File: src/rtl/regfile_pkg.sv
// Shared constants and types for the general-purpose register file.
// Default widths match the MIPS integer register set.
package regfile_pkg;

    localparam int DATA_W_DEF = 32;
    localparam int ADDR_W_DEF = 5;
    localparam int NUM_RD_DEF = 3;

    typedef logic [DATA_W_DEF-1:0] reg_data_t;
    typedef logic [ADDR_W_DEF-1:0] reg_idx_t;

endpackage

File: src/rtl/regfile_bypass_mux.sv
// One read port: stored value, same-cycle writeback bypass and busy view.
// The load port (wr1) wins over the ALU port (wr0); r0 override wins over both.
module regfile_bypass_mux
    import regfile_pkg::*;
#(
    parameter int DATA_W   = DATA_W_DEF,
    parameter int ADDR_W   = ADDR_W_DEF,
    parameter bit ZERO_REG = 1'b1
) (
    input  logic              hold_n,
    input  logic [ADDR_W-1:0] addr,
    input  logic [DATA_W-1:0] stored,
    input  logic              busy_bit,
    input  logic              wr0_en,
    input  logic [ADDR_W-1:0] wr0_addr,
    input  logic [DATA_W-1:0] wr0_data,
    input  logic              wr1_en,
    input  logic [ADDR_W-1:0] wr1_addr,
    input  logic [DATA_W-1:0] wr1_data,
    output logic [DATA_W-1:0] rd_data,
    output logic              rd_busy
);

    logic hit0;
    logic hit1;
    logic is_zero;

    // Match the read index against both writeback ports and the zero register
    always_comb begin
        hit0    = wr0_en && (wr0_addr == addr);
        hit1    = wr1_en && (wr1_addr == addr);
        is_zero = ZERO_REG && (addr == '0);
    end

    // Select read data; reset hold and r0 force zero ahead of any bypass
    always_comb begin
        rd_data = stored;
        if (!hold_n || is_zero) begin
            rd_data = '0;
        end else if (hit1) begin
            rd_data = wr1_data;
        end else if (hit0) begin
            rd_data = wr0_data;
        end
    end

    // Busy as seen by decode: a producer writing back this cycle is done
    always_comb begin
        rd_busy = hold_n && !is_zero && busy_bit && !(hit0 || hit1);
    end

endmodule

File: src/rtl/regfile_scoreboard.sv
// Multi-port register file with dual writeback and per-register busy scoreboard.
// Decode reads and issues here; writeback clears busy and bypasses into reads.
module regfile_scoreboard
    import regfile_pkg::*;
#(
    parameter int DATA_W   = DATA_W_DEF,
    parameter int ADDR_W   = ADDR_W_DEF,
    parameter int NUM_RD   = NUM_RD_DEF,
    parameter bit ZERO_REG = 1'b1
) (
    input  logic                     clock,
    input  logic                     reset_n,
    input  logic [NUM_RD*ADDR_W-1:0] rd_addr,
    output logic [NUM_RD*DATA_W-1:0] rd_data,
    output logic [NUM_RD-1:0]        rd_busy,
    input  logic                     wr0_en,
    input  logic [ADDR_W-1:0]        wr0_addr,
    input  logic [DATA_W-1:0]        wr0_data,
    input  logic                     wr1_en,
    input  logic [ADDR_W-1:0]        wr1_addr,
    input  logic [DATA_W-1:0]        wr1_data,
    input  logic                     issue_en,
    input  logic [ADDR_W-1:0]        issue_addr,
    output logic                     issue_ready,
    input  logic                     flush,
    output logic                     err_reissue
);

    localparam int DEPTH = 1 << ADDR_W;

    logic [DATA_W-1:0] regs [DEPTH];
    logic [DEPTH-1:0]  busy_q;
    logic [DEPTH-1:0]  busy_d;
    logic              err_q;
    logic              w0_ok;
    logic              w1_ok;
    logic              iss_ok;

    // Qualify writes and issues; r0 is inert when hardwired to zero
    always_comb begin
        w0_ok  = wr0_en && !(ZERO_REG && (wr0_addr == '0));
        w1_ok  = wr1_en && !(ZERO_REG && (wr1_addr == '0));
        iss_ok = issue_en && !(ZERO_REG && (issue_addr == '0));
    end

    // Next busy vector: flush, then writeback clears, then a new issue sets
    always_comb begin
        busy_d = busy_q;
        for (int i = 0; i < DEPTH; i++) begin
            busy_d[i] = busy_q[i] & ~flush;
            if (w0_ok && (wr0_addr == ADDR_W'(i))) begin
                busy_d[i] = 1'b0;
            end
            if (w1_ok && (wr1_addr == ADDR_W'(i))) begin
                busy_d[i] = 1'b0;
            end
            if (iss_ok && (issue_addr == ADDR_W'(i))) begin
                busy_d[i] = 1'b1;
            end
        end
        if (ZERO_REG) begin
            busy_d[0] = 1'b0;
        end
    end

    // Register storage; the load port lands last so it wins a collision
    always_ff @(posedge clock or negedge reset_n) begin
        if (!reset_n) begin
            for (int i = 0; i < DEPTH; i++) begin
                regs[i] <= '0;
            end
        end else begin
            if (w0_ok) begin
                regs[wr0_addr] <= wr0_data;
            end
            if (w1_ok) begin
                regs[wr1_addr] <= wr1_data;
            end
        end
    end

    // Busy scoreboard state
    always_ff @(posedge clock or negedge reset_n) begin
        if (!reset_n) begin
            busy_q <= '0;
        end else begin
            busy_q <= busy_d;
        end
    end

    // Issue is allowed only when the destination has no pending producer
    always_comb begin
        issue_ready = ~busy_q[issue_addr];
    end

    // Sticky flag for an issue attempted against a busy destination
    always_ff @(posedge clock or negedge reset_n) begin
        if (!reset_n) begin
            err_q <= 1'b0;
        end else if (issue_en && !issue_ready) begin
            err_q <= 1'b1;
        end
    end

    assign err_reissue = err_q;

    for (genvar k = 0; k < NUM_RD; k++) begin : g_rd
        logic [ADDR_W-1:0] a;

        assign a = rd_addr[k*ADDR_W +: ADDR_W];

        regfile_bypass_mux #(
            .DATA_W   (DATA_W),
            .ADDR_W   (ADDR_W),
            .ZERO_REG (ZERO_REG)
        ) u_mux (
            .hold_n   (reset_n),
            .addr     (a),
            .stored   (regs[a]),
            .busy_bit (busy_q[a]),
            .wr0_en   (wr0_en),
            .wr0_addr (wr0_addr),
            .wr0_data (wr0_data),
            .wr1_en   (wr1_en),
            .wr1_addr (wr1_addr),
            .wr1_data (wr1_data),
            .rd_data  (rd_data[k*DATA_W +: DATA_W]),
            .rd_busy  (rd_busy[k])
        );
    end

endmodule

File: config.mk
export PLATFORM = sky130hd
export DESIGN_NAME = regfile_scoreboard
export DESIGN_NICKNAME = d
export VERILOG_FILES = /design/src/rtl/regfile_pkg.sv /design/src/rtl/regfile_bypass_mux.sv /design/src/rtl/regfile_scoreboard.sv
export SDC_FILE = /design/constraint.sdc
export NUM_CORES = 2
export LEC_CHECK = 0
export CAP_MARGIN = 10
export CELL_PAD_IN_SITES_DETAIL_PLACEMENT = 1
export CELL_PAD_IN_SITES_GLOBAL_PLACEMENT = 2
export CORE_MARGIN = 2
export CORE_UTILIZATION = 40
export CTS_CLUSTER_DIAMETER = 30
export DETAILED_ROUTE_END_ITERATION = 6
export GPL_TIMING_DRIVEN = 0
export PLACE_DENSITY_LB_ADDON = 0.1
export SYNTH_ARGS = -nofsm -noshare
export SYNTH_HDL_FRONTEND = slang
export SYNTH_HIERARCHICAL = 1
export SYNTH_SLANG_ARGS = --single-unit
File: constraint.sdc
create_clock -name clock -period 2.6 [get_ports clock]
set_input_delay 0.26 -clock clock [delete_from_list [all_inputs] [get_ports clock]]
set_output_delay 0.26 -clock clock [all_outputs]
set_load 0.1 [all_outputs]
Word level (Yosys, flattened, before mapping)
Cells that the tools add are included.
- order comparisons: 11
- equal/unequal tests: 99
- multiplexer cells: 127
- bitwise logic cells: 38
- reduce and logical (&&, ||, !) cells: 136
- operators with widths (kind ; count):
    1024-bit bitwise mux ; 2
    1024-bit 2-to-1 mux ; 2
    32-bit 2-to-1 mux ; 17
    32-bit binary-select mux with 5-bit select ; 3
    32-bit demux with 5-bit select ; 2
    5-bit == test (second input constant) ; 48
    5-bit by 4-bit == test with 1-bit output (second input constant) ; 24
    1-bit logical AND ; 114
    1-bit 2-to-1 mux ; 97
    5-bit by 3-bit == test with 1-bit output (second input constant) ; 12
    1-bit AND ; 31
    5-bit by 2-bit == test with 1-bit output (second input constant) ; 6
    5-bit == test ; 6
    6-bit >= comparator (second input constant) ; 5
    5-bit zero test ; 6
    5-bit inverter with 6-bit output ; 5
    5-bit by 6-bit < comparator with 1-bit output (second input constant) ; 4
    1-bit binary-select mux with 5-bit select ; 4
    5-bit by 1-bit == test with 1-bit output (second input constant) ; 3
    6-bit by 1-bit < comparator with 1-bit output (second input constant) ; 2
    1-bit zero test ; 10
    1-bit logical OR ; 6
    1-bit inverter ; 2
- register bits after elaboration: 1056
- output and inout port bits: 101
- word-level logic and storage cells: 445

Depth between registers and ports, before layout
- depth in word-level cells: 9
- depth in mapped cells: 8

Hierarchy
Netlist, hierarchy kept.
- by module, submodules not included (module ; times used ; cells an instance ; area an instance (µm²) ; sequential area each (µm²)):
    regfile_scoreboard ; 1 ; 6144 ; 73231.5 ; 26425.3
    regfile_bypass_mux ; 3 ; 175 ; 1278.7 ; 0.0

Least setup slack after synthesis
No wires, ideal clock.
- kind: input port to output port
- start: in issue_addr[1]
- end: out issue_ready
- arrival: 3.319 ns
- required time: 2.340 ns
- slack: -0.979 ns
- stages: 4
- path buffers: 1
- cells stage by stage: clkbuf_1 -> mux4_2 -> a211o_1 -> o21ai_0
- longest elaborated chain between the ends: 3
- ends and longest elaborated chain (element ; line ; source):
    start: declaration ; regfile_scoreboard.sv:23 ; input logic [ADDR_W-1:0] issue_addr,
    1-bit binary-select mux with 5-bit select ; regfile_scoreboard.sv:93 ; issue_ready = ~busy_q[issue_addr];
    1-bit 2-to-1 mux (implied by the code) ; regfile_scoreboard.sv:93 ;
    1-bit inverter ; regfile_scoreboard.sv:93 ;
    end: declaration ; regfile_scoreboard.sv:24 ; output logic issue_ready,
No other way between the ends. The select of a mux whose other input is x is not followed.

Final worst setup path
- start: in wr1_addr[0]
- end: out rd_data[86]
- longest elaborated chain between the ends: 4
- ends and longest elaborated chain (element ; line ; source):
    start: declaration ; regfile_scoreboard.sv:20 ; input logic [ADDR_W-1:0] wr1_addr,
    5-bit == test ; regfile_bypass_mux.sv:31 ; hit1 = wr1_en && (wr1_addr == addr);
    1-bit logical AND ; regfile_bypass_mux.sv:31 ;
    32-bit 2-to-1 mux ; regfile_bypass_mux.sv:40 ; end else if (hit1) begin
    32-bit 2-to-1 mux ; regfile_bypass_mux.sv:38 ; if (!hold_n || is_zero) begin
    end: declaration ; regfile_scoreboard.sv:14 ; output logic [NUM_RD*DATA_W-1:0] rd_data,
No other way between the ends.

==> flow_summary_export.csv <==
group,metric,value,unit
timing,worstMarginPinSlew,1.46,ns
finish,design_area,101000,um^2
clock_network,clock_sinks,1056,
finish,area_delta_synth_final,31.5,%
worst_setup_path,worstSetupStartpointType,"input port",
synth,synth_area_leader_cell,"dfrtp_1",
worst_setup_path,r2r_start,"busy_q[17]",
flow_run,cap_violations,0,
floorplan,core,192000,um^2
worst_setup_path,cp-end-kind,"output pin",
clock_network,cts_made_buffers,362,
timing,setup_viol,382,
power_and_ir_drop,comb_power_share,0.290,
worst_setup_path,critical-path-slowest-cell,"clkdlybuf4s50_1",
placed_design,gp_congestion,1.07,
power_and_ir_drop,vdd_drop_max,0.721,mV
floorplan,die_x,443,um
worst_setup_path,cp.required,2.34,ns
clock_network,cts_tree,"yes",
timing,fin_hold_ws,-0.737,ns
worst_setup_path,crit_path_frequent_cell,"buf_6",
timing,hold_viol_final,187,
clock_network,clock_latency,0.98,ns
placed_design,place_area,85200,um^2
timing,rsz0062_at_grt,"yes",
synth,synth_area_leaders,"dfrtp_1, mux4_2, mux2i_1, a21oi_1, o21ai_0",
global_routing,overflow,0,
detailed_routing,drt_iter0_drc,11900,
synth,synth-edff-count,0,
detailed_routing,viasPerCell,7.51,
detailed_routing,drt-total-wl,538000,um
finish,layout.nets,7472,
detailed_routing,remaining_drc_errors,0,
clock_network,path_clk_slew,0.04,ns
synth,ys_dominant_reg_cell,"dfrtp_1",
power_and_ir_drop,pwr-share-clk,0.447,
global_routing,grt_max_degree,147,
clock_network,root_buffer,"clkbuf_16",
power_and_ir_drop,power_frac_seq,0.264,
worst_setup_path,critPathKind,"in2out",
power_and_ir_drop,switching_share,0.335,
global_routing,antenna_found_initial,70,
synth,syn_area_per_cell,11.6,um^2
synth,synthDistinctLibCells,47,
timing,fin_crit,3.84,ns
synth,netlist_instances,6669,
floorplan,die-height,443,um
global_routing,grt_pass1_wl,700000,um
floorplan,die_area,196000,um^2
synth,syn-cell-area,77100,um^2
finish,drive_above_1_share,0.346,
power_and_ir_drop,intPower,0.0641,W
timing,fin_skew,0.0235,ns
placed_design,place_inst,9492,
detailed_routing,routedWlPerCell,52.7,um
floorplan,start_util,0.401,
power_and_ir_drop,power.leakage,42.0,nW
clock_network,htreeDepth,5,
power_and_ir_drop,power_density,951,nW/um^2
worst_setup_path,startpoint,"wr1_addr[0]",
global_routing,first_global_vias,75000,
placed_design,dp_hpwl,380000,um
timing,drv_slew,0,
worst_setup_path,max_stage_delay,0.86,ns
synth,ys_seq_elements,1056,
finish,final_util,0.528,
worst_setup_path,cp_top_family,"buffers and inverters",
detailed_routing,vias,76700,
timing,finalSetupTns,-110.35,ns
worst_setup_path,cp.arrival,3.58,ns
detailed_routing,drtPass1Iterations,6,
outcome,violations,"negative hold slack, negative setup slack",
worst_setup_path,path_buf_inv,5,
clock_network,clk_path_buf_depth,4,
global_routing,grt_usage,0.540,
synth,synth_top_area_share,0.343,
synth,synth_top_cells_by_count,"dfrtp_1, mux4_2, mux2i_1",
synth,synth_most_common_cell,"dfrtp_1",
worst_setup_path,critical_path.max_fanout,12,
floorplan,num_rows,161,
placed_design,io_buffers,199,
synth,synthArstFlopShare,1.00,
worst_setup_path,crit_chain,"clkdlybuf4s50_1 > xnor2_1 > nand4_1 > buf_4 > or2_1 > buf_6 > buf_6 > a31oi_4 > buf_12",
timing,fmax,261,MHz
timing,finalCritPeriodShare,1.48,
outcome,outcome,"complete, but fails checks",
finish,fin_cells,10200,
synth,yosysSeqAreaShare,0.343,
power_and_ir_drop,net-switching-power,0.0323,W
timing,relSlewSlack,0.0246,
synth,synth_fp_nets,6769,
timing,setup_slack,-1.24,ns
hold_path,hold_path.class,"in2async",
synth,yosys_warnings,6,
floorplan,pin_count,201,
detailed_routing,ant_nets,0,
==> worst register-to-register path, cell delays in order, from the launching register on <==
cell and delay, ns:
dfrtp_2 0.45, mux4_2 0.52, mux2i_2 0.20, o2111ai_2 0.16, o221a_2 0.31
==> sequential cells by signal, summed over array words and instances (netlist names) <==
signal,count
err_reissue,1
busy_q,31
regs,1024
==> cells in the final DEF (no fill, tap or decap), types with 8 or more instances in the layout <==
master,instances
a21oi_1,591
a31oi_1,18
a31oi_4,96
buf_1,42
buf_12,130
buf_16,28
buf_2,136
buf_4,82
buf_6,52
buf_8,107
bufinv_16,23
clkbuf_1,415
clkbuf_16,373
clkbuf_2,146
clkbuf_4,43
clkbuf_8,96
clkdlybuf4s15_2,18
clkdlybuf4s50_1,76
clkinv_2,53
clkinvlp_4,12
dfrtp_1,1043
dfrtp_2,13
diode_2,49
mux2_2,8
mux2_4,92
mux2i_1,986
mux4_2,992
nand2_1,390
nand3_1,149
nand3b_1,17
nand4_1,12
nand4b_1,22
nand4bb_1,14
nor2_1,630
o21ai_0,407
o21ai_4,85
o22ai_1,13
o31ai_1,96
or2_2,8
xnor2_1,29
==> final timing paths <==
check | endpoint | slack [ns] | cells after the start
worst max-delay path | rd_data[86] | -1.24 | 9
worst max register to register | err_reissue | 0.86 | 4
worst min register to register | regs[1010] | 0.51 | 1
max in group asynchronous | regs[873] | 1.21 | 3
worst min-delay path | regs[97] | -0.74 | 1
min in group clock | busy_q[8] | 0.10 | 3
==> routing by layer <==
layer | up-vias | part of all wire | global-route usage
li1 | 27100 | - | -
met1 | 39900 | 0.34 | 0.611
met2 | 7225 | 0.41 | 0.740
met3 | 2470 | 0.15 | 0.289
met4 | 51 | 0.10 | 0.447
met5 | - | 0.0021 | 0.0403
==> power by group through the flow <==
stage               Sequential (W)  Combinational (W)  Clock, W
floorplan                   0.0235             0.0171         0
global placement            0.0248             0.0235         0
detailed placement          0.0251             0.0245         0
CTS                         0.0250             0.0266    0.0427
global route                0.0258             0.0285    0.0437
finish                      0.0254             0.0279    0.0431
==> logic make-up (layout without fill, tap and decap cells) <==
family          count (synthesis)  after routing  share of synthesized area
compound gates               1325           1325                     0.0996
xor+xnor                       30             30                    0.00341
buf+inv                       881           1848                     0.0496
flops                        1056           1056                      0.343
mux                          2079           2079                      0.433
other cells                     0             49                          0
simple gates                 1298           1298                     0.0719
==> metrics by stage <==
step | hold slack (ns) | worst slack (ns) | total power (W)
finish | -0.737 | -1.24 | 0.0964
global route | -0.632 | -1.10 | 0.0979
CTS | -0.644 | -1.02 | 0.0943
detailed placement | 0.335 | -3.95 | 0.0497
global placement | 0.469 | -53.17 | 0.0484
floorplan | -0.0356 | -0.156 | 0.0406
==> cell type report <==
type,count,area (um^2)
well taps,2526,3160
fillers,19400,90600
plain buffers,873,5500
clock buffers,532,10700
multi-input cells,4732,49100
diodes,49,123
flip-flops and latches,1056,26400
clock inverters,96,1180
inverters,1,3.75
repair buffers,346,5180
==> repair_timing <==
item / 4_1_cts / 5_1_grt
gates cloned: 1 / 0
pin swaps: 44 / 46
setup buffers: 27 / 17
resized for setup: 1798 / 173
hold endpoints to repair: 142 / 142
endpoints found under the setup margin: 998 / 357
No activity file was read; power rests on OpenSTA's default activity.
